`config.mk`:
```
export PLATFORM = sky130hd
export DESIGN_NAME = code_pulse_tx
export DESIGN_NICKNAME = d
export VERILOG_FILES = /design/src/rtl/code_pulse_tx.sv
export SDC_FILE = /design/constraint.sdc
export NUM_CORES = 1
export LEC_CHECK = 0
export ABC_AREA = 1
export BUFFER_PORTS_ARGS = -buffer_cell sky130_fd_sc_hd__buf_2
export CORE_MARGIN = 10
export CORE_UTILIZATION = 40
export CTS_CLUSTER_SIZE = 30
export DETAILED_ROUTE_END_ITERATION = 10
export PLACE_DENSITY_LB_ADDON = 0.25
export SLEW_MARGIN = 20
export SYNTH_ARGS = -nofsm -noshare
export SYNTH_HDL_FRONTEND = slang
export SYNTH_SLANG_ARGS = --single-unit
```
`constraint.sdc`:
```
create_clock -name cp -period 2.7 [get_ports cp]
set_input_delay 0.81 -clock cp [delete_from_list [all_inputs] [get_ports cp]]
set_output_delay 0.81 -clock cp [all_outputs]
set_load 0.02 [all_outputs]
```
`src/rtl/code_pulse_tx.sv`:
```
// Serial pulse-count transmitter: sends data as a burst of 1-cycle pulses on x,
// each followed by GAP low cycles, then a GUARD low interval and a done strobe.
// Optional start marker (x high for 2 cycles, then GAP low) with CODE_PULSE_TX_MARKER_EN.
module code_pulse_tx #(
  parameter int WIDTH = 4,
  parameter int GAP   = 3,
  parameter int GUARD = 4
) (
  input  logic             cp,
  input  logic             reset,
  input  logic             start,
  input  logic [WIDTH-1:0] data,
  output logic             ready,
  output logic             x,
  output logic             busy,
  output logic             done,
  output logic [WIDTH-1:0] sent,
  output logic [2:0]       dbg_state
);

  localparam int GAP_W = (GAP > 1) ? $clog2(GAP) : 1;
  localparam int GRD_W = (GUARD > 1) ? $clog2(GUARD) : 1;
  localparam logic [GAP_W-1:0] GAP_LAST   = GAP_W'(GAP - 1);
  localparam logic [GRD_W-1:0] GUARD_LAST = GRD_W'(GUARD - 1);

  typedef enum logic [2:0] {
    S_IDLE   = 3'd0,
    S_PULSE  = 3'd1,
    S_GAPW   = 3'd2,
`ifdef CODE_PULSE_TX_MARKER_EN
    S_MARK   = 3'd4,
`endif
    S_GUARDW = 3'd3
  } state_t;

  state_t           r_state, w_next;
  logic [WIDTH-1:0] r_remaining, w_remaining_d;
  logic [WIDTH-1:0] r_sent, w_sent_d;
  logic [GAP_W-1:0] r_gap_cnt, w_gap_cnt_d;
  logic [GRD_W-1:0] r_guard_cnt, w_guard_cnt_d;
  logic             r_x, w_x_d;
  logic             r_done, w_done_d;
  logic             w_accept;
  logic             w_enter_pulse;
`ifdef CODE_PULSE_TX_MARKER_EN
  logic             r_mark_cnt, w_mark_cnt_d;
`endif

  assign w_accept = (r_state == S_IDLE) && start;

  always_ff @(posedge cp or negedge reset) begin
    if (!reset) r_state <= S_IDLE;
    else        r_state <= w_next;
  end

  always_comb begin
    w_next = r_state;
    case (r_state)
      S_IDLE: begin
        if (start) begin
`ifdef CODE_PULSE_TX_MARKER_EN
          w_next = S_MARK;
`else
          w_next = (data != '0) ? S_PULSE : S_GUARDW;
`endif
        end
      end
      S_PULSE: w_next = S_GAPW;
      // remaining was already decremented when the last pulse was emitted
      S_GAPW: begin
        if (r_gap_cnt == GAP_LAST) w_next = (r_remaining != '0) ? S_PULSE : S_GUARDW;
      end
      S_GUARDW: begin
        if (r_guard_cnt == GUARD_LAST) w_next = S_IDLE;
      end
`ifdef CODE_PULSE_TX_MARKER_EN
      S_MARK: begin
        if (r_mark_cnt) w_next = S_GAPW;
      end
`endif
      default: w_next = S_IDLE;
    endcase
  end

  // x, sent and done are registered from the next state so they line up with it
  always_comb begin
    w_enter_pulse = (w_next == S_PULSE);
`ifdef CODE_PULSE_TX_MARKER_EN
    w_x_d         = w_enter_pulse || (w_next == S_MARK);
    w_mark_cnt_d  = (r_state == S_MARK) && (w_next == S_MARK);
`else
    w_x_d         = w_enter_pulse;
`endif
    w_done_d      = (r_state == S_GUARDW) && (w_next == S_IDLE);
    w_gap_cnt_d   = ((r_state == S_GAPW) && (w_next == S_GAPW)) ? r_gap_cnt + 1'b1 : '0;
    w_guard_cnt_d = ((r_state == S_GUARDW) && (w_next == S_GUARDW)) ? r_guard_cnt + 1'b1 : '0;
    w_remaining_d = w_accept ? data : r_remaining;
    w_sent_d      = w_accept ? '0 : r_sent;
    if (w_enter_pulse) begin
      w_remaining_d = w_remaining_d - 1'b1;
      w_sent_d      = w_sent_d + 1'b1;
    end
  end

  always_ff @(posedge cp or negedge reset) begin
    if (!reset) begin
      r_x         <= 1'b0;
      r_done      <= 1'b0;
      r_sent      <= '0;
      r_remaining <= '0;
      r_gap_cnt   <= '0;
      r_guard_cnt <= '0;
`ifdef CODE_PULSE_TX_MARKER_EN
      r_mark_cnt  <= 1'b0;
`endif
    end else begin
      r_x         <= w_x_d;
      r_done      <= w_done_d;
      r_sent      <= w_sent_d;
      r_remaining <= w_remaining_d;
      r_gap_cnt   <= w_gap_cnt_d;
      r_guard_cnt <= w_guard_cnt_d;
`ifdef CODE_PULSE_TX_MARKER_EN
      r_mark_cnt  <= w_mark_cnt_d;
`endif
    end
  end

  assign ready     = (r_state == S_IDLE);
  assign busy      = ~ready;
  assign x         = r_x;
  assign done      = r_done;
  assign sent      = r_sent;
  assign dbg_state = r_state;

endmodule

```
==> results of run 1 <==
==> logic make-up after synthesis <==
family | synth area share (%)
AOI/OAI and AO/OA | 1.73
xor gates and xnor gates | 0.865
and+or+nand+nor | 37.6
muxes | 0.989
DFF | 42.0
adders and majority gates | 4.94
other | 0.370
buffers and inverters | 11.5
==> cells in the mapped netlist <==
master and count:
nand3_1 9, nand3b_1 2, o211ai_1 1, ha_1 4
nor2_1 10, nand3_4 3, nand4_1 6, nor2_2 3
buf_6 1, nor3_1 2, inv_2 1, a21oi_1 2
nand2_2 4, dfrtp_1 17, nor2_4 1, nand2_4 1
xnor2_1 1, mux2i_1 1, inv_1 27, nand2_1 31
conb_1 1
==> sequential cells by signal, summed over array words and instances (netlist names) <==
signal       flops
dbg_state        3
done             1
r_gap_cnt        2
r_guard_cnt      2
r_remaining      4
sent             4
x                1
==> area by class of cell <==
cell class | count | area (um2) | share of cell area (%)
Timing Repair Buffer | 17 | 85.1 | 7.40
Tap cell | 30 | 37.5 | 3.26
Multi-Input combinational cell | 82 | 470 | 40.9
Sequential cell | 17 | 425 | 37.0
Inverter | 28 | 105 | 9.14
Clock buffer | 4 | 26.3 | 2.29
==> worst max-delay path: cells and delay by family (launching register included) <==
kind / cells / cell delay (ps)
flops: 1 / 480
simple gates: 2 / 310
buf+inv: 3 / 260
==> power breakdown <==
part	internal, W	total [W]	leakage, nW	switching [W]
Sequential	0.000305	0.000343	0.222	0.0000372
Combinational	0.000113	0.000309	0.459	0.000196
Clock	0.0000573	0.000136	0.0150	0.0000791
Total	0.000476	0.000788	0.695	0.000313
==> worst min path at each step <==
stage	startpoint	to	slack, ps
6_report	reset	dbg_state[1]	430
5_1_grt	reset	r_gap_cnt[1]	440
4_1_cts	reset	dbg_state[2]	430
3_5_place_dp	r_gap_cnt[0]	r_gap_cnt[0]	430
3_3_place_gp	r_gap_cnt[0]	r_gap_cnt[0]	420
2_1_floorplan	r_gap_cnt[0]	r_gap_cnt[0]	400
==> layer usage <==
layer  GRT usage [%]  vias to the layer above  share of wire, %
li1                -                      437                 -
met4            3.29                        0              0.78
met5               0                        -                 0
met2            15.0                       16                49
met3            2.12                        2               4.3
met1            9.52                      368                46
==> through the flow <==
step	cell area (um2)	hold WS (ps)	setup WS (ps)	total power, W	instances
6_report	1150	428	560	0.000788	178
5_1_grt	1150	443	449	0.000863	178
4_1_cts	1150	426	535	0.000805	178
3_5_place_dp	1120	427	667	0.000662	174
3_3_place_gp	1120	416	758	0.000653	174
2_1_floorplan	1010	403	613	0.000580	128
==> impl_metrics.yaml, run 1 <==
outcome:
  outcome: "complete, no violations"
finish:
  antennaDiodeCount: 0
  final_core_util_pct: 46.8
  drive_gt1_share_pct: 22.3
  syn_to_final_growth_pct: 13.6
  layout_common_cells: "31 x nand2_1, 27 x inv_1, 17 x dfrtp_1, 17 x buf_2, 10 x nor2_1"
  fillers: 253
  fin_nets: 160
  mostFrequentLayoutCell: "nand2_1"
grt:
  grt_antenna_before_repair: 0
  grt_usage_pct: 8.52
  grt_overflow: 0
  grt_pass1_wl_um: 3620
  grt_pass1_vias: 846
  grt_max_degree: 18
synth:
  yosysTopAreaCell: "dfrtp_1"
  synth_nets: 139
  synth_area_leaders: "dfrtp_1 42%, nand2_1 11%, inv_1 10%"
  ys_warn_count: 0
  ys_ff_latch: 17
  avgSynthCellArea_um2: 7.91
  ys_types: 21
  synth_top_cell_area_share_pct: 42.0
  syn_inst: 128
  ys_seq_area_share_pct: 42.0
  netlist_area_um2: 1010
routing:
  drt_iter0_drc: 30
  postRouteAntennaNets: 0
  vias: 823
  via_per_inst: 4.62
  wl_per_cell_um: 11.6
  dr.pass1.iters: 4
  drc: 0
  wl_um: 2060
worst_setup_path:
  cp-endpoint: "busy"
  crit_top_cell: "inv_1"
  r2r_start: "dbg_state[1]"
  required_ps: 1890
  critPathCaptureType: "output port"
  reg2regPathDepth: 9
  critPathKind: "reg -> out"
  r2r_slack_ps: 950
  cpMaxStageDelayCell: "dfrtp_1"
  crit_fanout: 5
  setup.worst_path.start_class: "register"
  critical_path_arrival_ps: 1330
  worst_path_largest_cell_delay_ps: 480
  regToRegEndpoint: "r_remaining[2]"
  path_cells: "nor2_4 -> inv_1 -> nor2_1 -> inv_1 -> buf_2"
  cp-startpoint: "dbg_state[1]"
clocking:
  cts_resized: 0
  clockRootBuffer: "clkbuf_4"
  cts_tree: "built"
  cts_inserted_buffers: 3
  h-tree-depth: 1
  path_clk_slew_ps: 100
  clock-sinks: 17
  cts_setup_buffers: 0
  clock_latency_ps: 290
  ctsLongestPathBuffers: 2
  ctsHoldBuffers: 0
timing:
  setup_tns_ps: 0
  finalHoldViolations: 0
  rsz0062_at_grt: "no"
  max_freq_mhz: 467
  min_period_over_period_pct: 79.3
  clock_skew_ps: 7.01
  setup_violations: 0
  drv_slew: 0
  period_minus_slack_ps: 2140
flow_run:
  drv_cap: 0
power:
  powerDensity_nw_per_um2: 685
  leakagePower_nw: 0.695
  ir_drop_uv: 441
floorplanning:
  design.portCount: 18
  die_h_um: 70.3
  start_util_pct: 41.2
  rows: 18
  coreArea_um2: 2450
  die-area_um2: 4940
  die_w_um: 70.3
placement:
  hpwl_um: 1600
  port_buffers: 17
  routabilityCongestion: 0.725
worst_hold_path:
  hold_class: "in -> async"
Note: power is estimated with default switching activity, not from simulation.
==> run 2: changes to the inputs <==
--- a/config.mk
+++ b/config.mk
@@ -5,7 +5,7 @@
 export SDC_FILE = /design/constraint.sdc
 export NUM_CORES = 1
 export LEC_CHECK = 0
-export ABC_AREA = 1
+export ABC_AREA = 0
 export BUFFER_PORTS_ARGS = -buffer_cell sky130_fd_sc_hd__buf_2
 export CORE_MARGIN = 10
 export CORE_UTILIZATION = 40
==> constraint.sdc (replaced) <==
create_clock -name cp -period 1.9 [get_ports cp]
set_input_delay 0.57 -clock cp [delete_from_list [all_inputs] [get_ports cp]]
set_output_delay 0.57 -clock cp [all_outputs]
set_load 0.02 [all_outputs]
==> impl_metrics.yaml, run 2 <==
clocking:
  cts_tree: "built"
  ctsHoldBuffers: 0
  h-tree-depth: 1
  clock_latency_ps: 290
  clock-sinks: 17
  ctsLongestPathBuffers: 2
  path_clk_slew_ps: 90
  cts_inserted_buffers: 3
  clockRootBuffer: "clkbuf_4"
finish:
  layout_common_cells: "17 x buf_2, 14 x dfrtp_1, 5 x nand2_1, 5 x buf_4"
  fin_cells: 132
  mostFrequentLayoutCell: "buf_2"
  antennaDiodeCount: 0
  final_core_util_pct: 49.4
  fin_nets: 116
  syn_to_final_growth_pct: 18.8
  fillers: 217
  drive_gt1_share_pct: 39.4
flow_run:
  drv_cap: 0
power:
  pwr-share-seq_pct: 48.9
  ir_drop_uv: 659
  clockPowerShare_pct: 18.2
  switching_share_pct: 35.0
  powerDensity_nw_per_um2: 944
  switchingPower_w: 0.000362
  p_int_w: 0.000671
  leakagePower_nw: 0.509
  comb_power_share_pct: 32.9
routing:
  postRouteAntennaNets: 0
  drc: 0
  dr.pass1.iters: 4
  via_per_inst: 5.05
  wl_per_cell_um: 13.3
  drt_iter0_drc: 9
  wl_um: 1760
  vias: 666
synth:
  yosysTopAreaCell: "dfrtp_1"
  synth_flop_cell: "dfrtp_1"
  avgSynthCellArea_um2: 11.5
  ys_types: 33
  synth_edf_count: 0
  ys_ff_latch: 17
  ys_warn_count: 0
  synth_area_leaders: "dfrtp_1 46%, ha_1 5.4%, mux2i_1 5.4%"
  netlist_top_cells_count: "17 x dfrtp_1, 5 x mux2i_1, 5 x nand2_1"
  synth_nets: 91
  synth_top_cell_area_share_pct: 46.2
  ys_async_sr_fraction_pct: 100
  netlist_area_um2: 921
  ys_seq_area_share_pct: 46.2
  synth.most_common_cell: "dfrtp_1"
  syn_inst: 80
outcome:
  outcome: "complete, no violations"
placement:
  port_buffers: 17
  dp.cells: 125
  pre_cts_slack_ps: 67.1
  hpwl_um: 1370
  routabilityCongestion: 0.761
timing:
  clock_skew_ps: 6.43
  max_freq_mhz: 560
  setup_violations: 0
  drv_slew: 0
  period_minus_slack_ps: 1780
  holdWs_ps: 184
  min_period_over_period_pct: 93.9
  setup_ws_ps: 116
  finalHoldViolations: 0
  rsz0062_at_grt: "no"
worst_hold_path:
  hold_class: "in -> async"
floorplanning:
  die_h_um: 68.0
  coreArea_um2: 2210
  design.portCount: 18
  rows: 17
  start_util_pct: 41.6
  die-area_um2: 4620
  die_w_um: 68.0
grt:
  met2_usage_pct: 12.9
  grt_pass1_wl_um: 2970
  busiest_layer: "met2"
  grt_antenna_before_repair: 0
  met3_usage_pct: 2.61
  grt_use_met1_pct: 10.0
  grt_overflow: 0
  grt_pass1_vias: 664
  grt_usage_pct: 8.51
  grt_max_degree: 18
worst_setup_path:
  r2r_slack_ps: 120
  critical_path_arrival_ps: 1210
  cp-endpoint: "busy"
  r2r_start: "dbg_state[1]"
  worst_path_largest_cell_delay_ps: 470
  crit_family: "flip-flops"
  cp-startpoint: "dbg_state[1]"
  critPathBufInv: 2
  critPathCaptureType: "output port"
  path_depth: 3
  path_cells: "nor3_4 -> inv_1 -> buf_2"
  required_ps: 1330
  crit_fanout: 7
  reg2regPathDepth: 7
  regToRegEndpoint: "r_remaining[2]"
  cpMaxStageDelayCell: "dfrtp_2"
  critPathKind: "reg -> out"
  setup.worst_path.start_class: "register"
## run 2: timing repair
| action | in CTS | in global routing |
|---|---|---|
| endpoints found under the setup margin | 0 | 2 |
| gates resized for setup | 0 | 1 |
| buffers inserted | 0 | 3 |
| hold endpoints to repair | 0 | 0 |
## run 2: cell families after synthesis
| logic type | Yosys count | synth area share, % |
|---|---|---|
| buffers and inverters | 5 | 3.67 |
| muxes | 6 | 7.06 |
| xor gates and xnor gates | 4 | 3.81 |
| and+or+nand+nor | 31 | 23.6 |
| adders and majority gates | 4 | 5.43 |
| AOI/OAI and AO/OA | 12 | 9.78 |
| DFF | 17 | 46.2 |
| other | 1 | 0.407 |
## run 2: area by class of cell
type	count	area, um2	share of cell area, %
sequential	17	429	39.2
multi-input combinational	58	469	42.9
clock buffer	4	26.3	2.40
timing repair buffer	22	123	11.2
tap	28	35.0	3.20
inverter	3	11.3	1.03
## run 2: power by group through the flow
stage                     Sequential [W]  Clock [W]  Combinational (W)
after floorplan                 0.000531          0           0.000209
after global placement          0.000511          0           0.000324
after detailed placement        0.000512          0           0.000327
after CTS                       0.000505   0.000199           0.000331
after global routing            0.000514   0.000221           0.000379
final                           0.000505   0.000188           0.000339
## run 2: stage by stage
| step | total power [W] | setup TNS (ps) | cell area (um2) |
|---|---|---|---|
| floorplan | 0.000740 | -45.1 | 932 |
| global placement | 0.000835 | 0 | 1040 |
| detailed placement | 0.000838 | 0 | 1040 |
| CTS | 0.00103 | 0 | 1070 |
| global route | 0.00111 | 0 | 1090 |
| finish | 0.00103 | 0 | 1090 |
## run 2: metal layers
layer,part of all wire (%),up-vias
met2,44,17
met1,46,316
met4,2.3,0
met3,7.3,4
li1,-,329
met5,0,-
## run 2: how the worst min path moves through the flow
stage                  from  slack (ps)        endpoint
2_1_floorplan         reset         270    dbg_state[0]
3_3_place_gp   r_gap_cnt[0]         420    r_gap_cnt[0]
3_5_place_dp   r_gap_cnt[0]         430    r_gap_cnt[0]
4_1_cts               reset         190  r_remaining[2]
5_1_grt               reset         200  r_remaining[2]
6_report              reset         180  r_remaining[3]
==> run 3: changes to the inputs <==
--- a/config.mk
+++ b/config.mk
@@ -8,7 +8,7 @@
 export ABC_AREA = 0
 export BUFFER_PORTS_ARGS = -buffer_cell sky130_fd_sc_hd__buf_2
 export CORE_MARGIN = 10
-export CORE_UTILIZATION = 40
+export CORE_UTILIZATION = 47
 export CTS_CLUSTER_SIZE = 30
 export DETAILED_ROUTE_END_ITERATION = 10
 export PLACE_DENSITY_LB_ADDON = 0.25
==> impl_metrics.yaml, run 3 (synthesis results as in run 2) <==
grt:
  grt_usage_pct: 8.91
  grt_antenna_before_repair: 0
  grt_overflow: 0
  grt_pass1_vias: 683
  grt_pass1_wl_um: 2990
  grt_max_degree: 18
finish:
  mostFrequentLayoutCell: "buf_2"
  fin_nets: 119
  drive_gt1_share_pct: 40.2
  layout_common_cells: "17 x buf_2, 14 x dfrtp_1, 8 x buf_4"
  syn_to_final_growth_pct: 20.4
  antennaDiodeCount: 0
  final_cell_area_um2: 1110
routing:
  wl_um: 1830
  drt_iter0_drc: 24
  vias: 696
  via_per_inst: 5.27
  drc: 0
  postRouteAntennaNets: 0
  dr.pass1.iters: 4
  wl_per_cell_um: 13.9
worst_setup_path:
  r2r_slack_ps: 160
  required_ps: 1330
  cpMaxStageDelayCell: "dfrtp_2"
  critical_path_arrival_ps: 1260
  setup.worst_path.start_class: "register"
  critPathBufInv: 3
  crit_fanout: 7
  path_cells: "nor3_4 -> buf_4 -> inv_1 -> buf_2"
  critPathCaptureType: "output port"
  critPathKind: "reg -> out"
  worst_path_largest_cell_delay_ps: 470
  crit_family: "flip-flops"
timing:
  period_minus_slack_ps: 1830
  setup_violations: 0
  holdWs_ps: 188
  drv_slew: 0
  clock_skew_ps: 0.579
  min_period_over_period_pct: 96.3
  finalHoldViolations: 0
  max_freq_mhz: 547
floorplanning:
  coreArea_um2: 1780
  die-area_um2: 4130
  rows: 15
  die_w_um: 64.3
  start_util_pct: 51.6
  design.portCount: 18
  die_h_um: 64.3
power:
  switching_share_pct: 34.8
  leakagePower_nw: 0.523
  clockPowerShare_pct: 18.3
  p_int_w: 0.000670
  ir_drop_uv: 631
  switchingPower_w: 0.000358
  power_w: 0.00103
  powerDensity_nw_per_um2: 928
  comb_power_share_pct: 33.7
  pwr-share-seq_pct: 48.0
clocking:
  clockRootBuffer: "clkbuf_4"
  path_clk_slew_ps: 90
  ctsLongestPathBuffers: 2
  clock-sinks: 17
  cts_resized: 0
  h-tree-depth: 1
  cts_inserted_buffers: 3
  cts_tree: "built"
  clock_latency_ps: 280
placement:
  placed_area_um2: 1070
  port_buffers: 17
  hpwl_um: 1450
  routabilityCongestion: 0.792
outcome:
  outcome: "complete, no violations"
worst_hold_path:
  hold_class: "in -> async"
flow_run:
  drv_cap: 0
## run 3: cell count changes in the layout (fill, tap and decap cells not counted), sizes merged
cell | before | now
buf | 22 | 25
## run 3: metrics by stage
| step | TNS, ps | worst slack, ps | utilization (%) | cells |
|---|---|---|---|---|
| after detailed placement | 0 | 129 | 59.9 | 126 |
| final | 0 | 70.2 | 62.2 | 132 |
| after CTS | 0 | 39.3 | 61.3 | 130 |
| after global routing | -2.54 | -2.54 | 62.2 | 132 |
| after global placement | 0 | 152 | 59.9 | 126 |
| after floorplan | -45.1 | -45.1 | - | 80 |
## run 3: final timing paths
check | start | endpoint | depth (start not counted)
worst max-delay path | dbg_state[2] | busy | 4
worst min-delay path | reset | sent[2] | 1
worst max register to register | dbg_state[2] | r_remaining[2] | 7
worst min register to register | r_gap_cnt[0] | r_gap_cnt[0] | 1
max in group asynchronous | reset | dbg_state[2] | 1
min in group cp | r_gap_cnt[0] | r_gap_cnt[0] | 1
## run 3: what timing repair did
item	in CTS	in global routing
endpoints found under the setup margin	0	3
hold buffers	0	0
buffers inserted	0	2
## run 3: metal layers
| metal | GRT usage (%) | part of all wire [%] | up-vias |
|---|---|---|---|
| li1 | - | - | 337 |
| met1 | 10.8 | 47 | 337 |
| met2 | 13.1 | 44 | 17 |
| met3 | 3.66 | 6.9 | 5 |
| met4 | 4.81 | 2.0 | 0 |
| met5 | 0 | 0 | - |
## run 3: power groups by stage
| stage | combinational, W | clock, W | sequential [W] |
|---|---|---|---|
| after global placement | 0.000333 | 0 | 0.000501 |
| after CTS | 0.000350 | 0.000194 | 0.000493 |
| final | 0.000346 | 0.000188 | 0.000493 |
| after global routing | 0.000383 | 0.000215 | 0.000503 |
| after floorplan | 0.000209 | 0 | 0.000531 |
| after detailed placement | 0.000349 | 0 | 0.000500 |
## run 3: area by class of cell
type | instances | area, um2
clock buffers | 4 | 26.3
well taps | 25 | 31.3
multi-input cells | 58 | 465
inverters | 3 | 11.3
repair buffers | 25 | 145
fillers | 155 | 674
flip-flops and latches | 17 | 429
## run 3: worst register-to-register path, cell delays in order, from the launching register on
cell and delay (ps):
dfrtp_2 470, nor3_4 190, and2_4 200, mux2i_2 270, ha_1 190, o21ai_1 70, nor2_1 150, xnor2_1 130
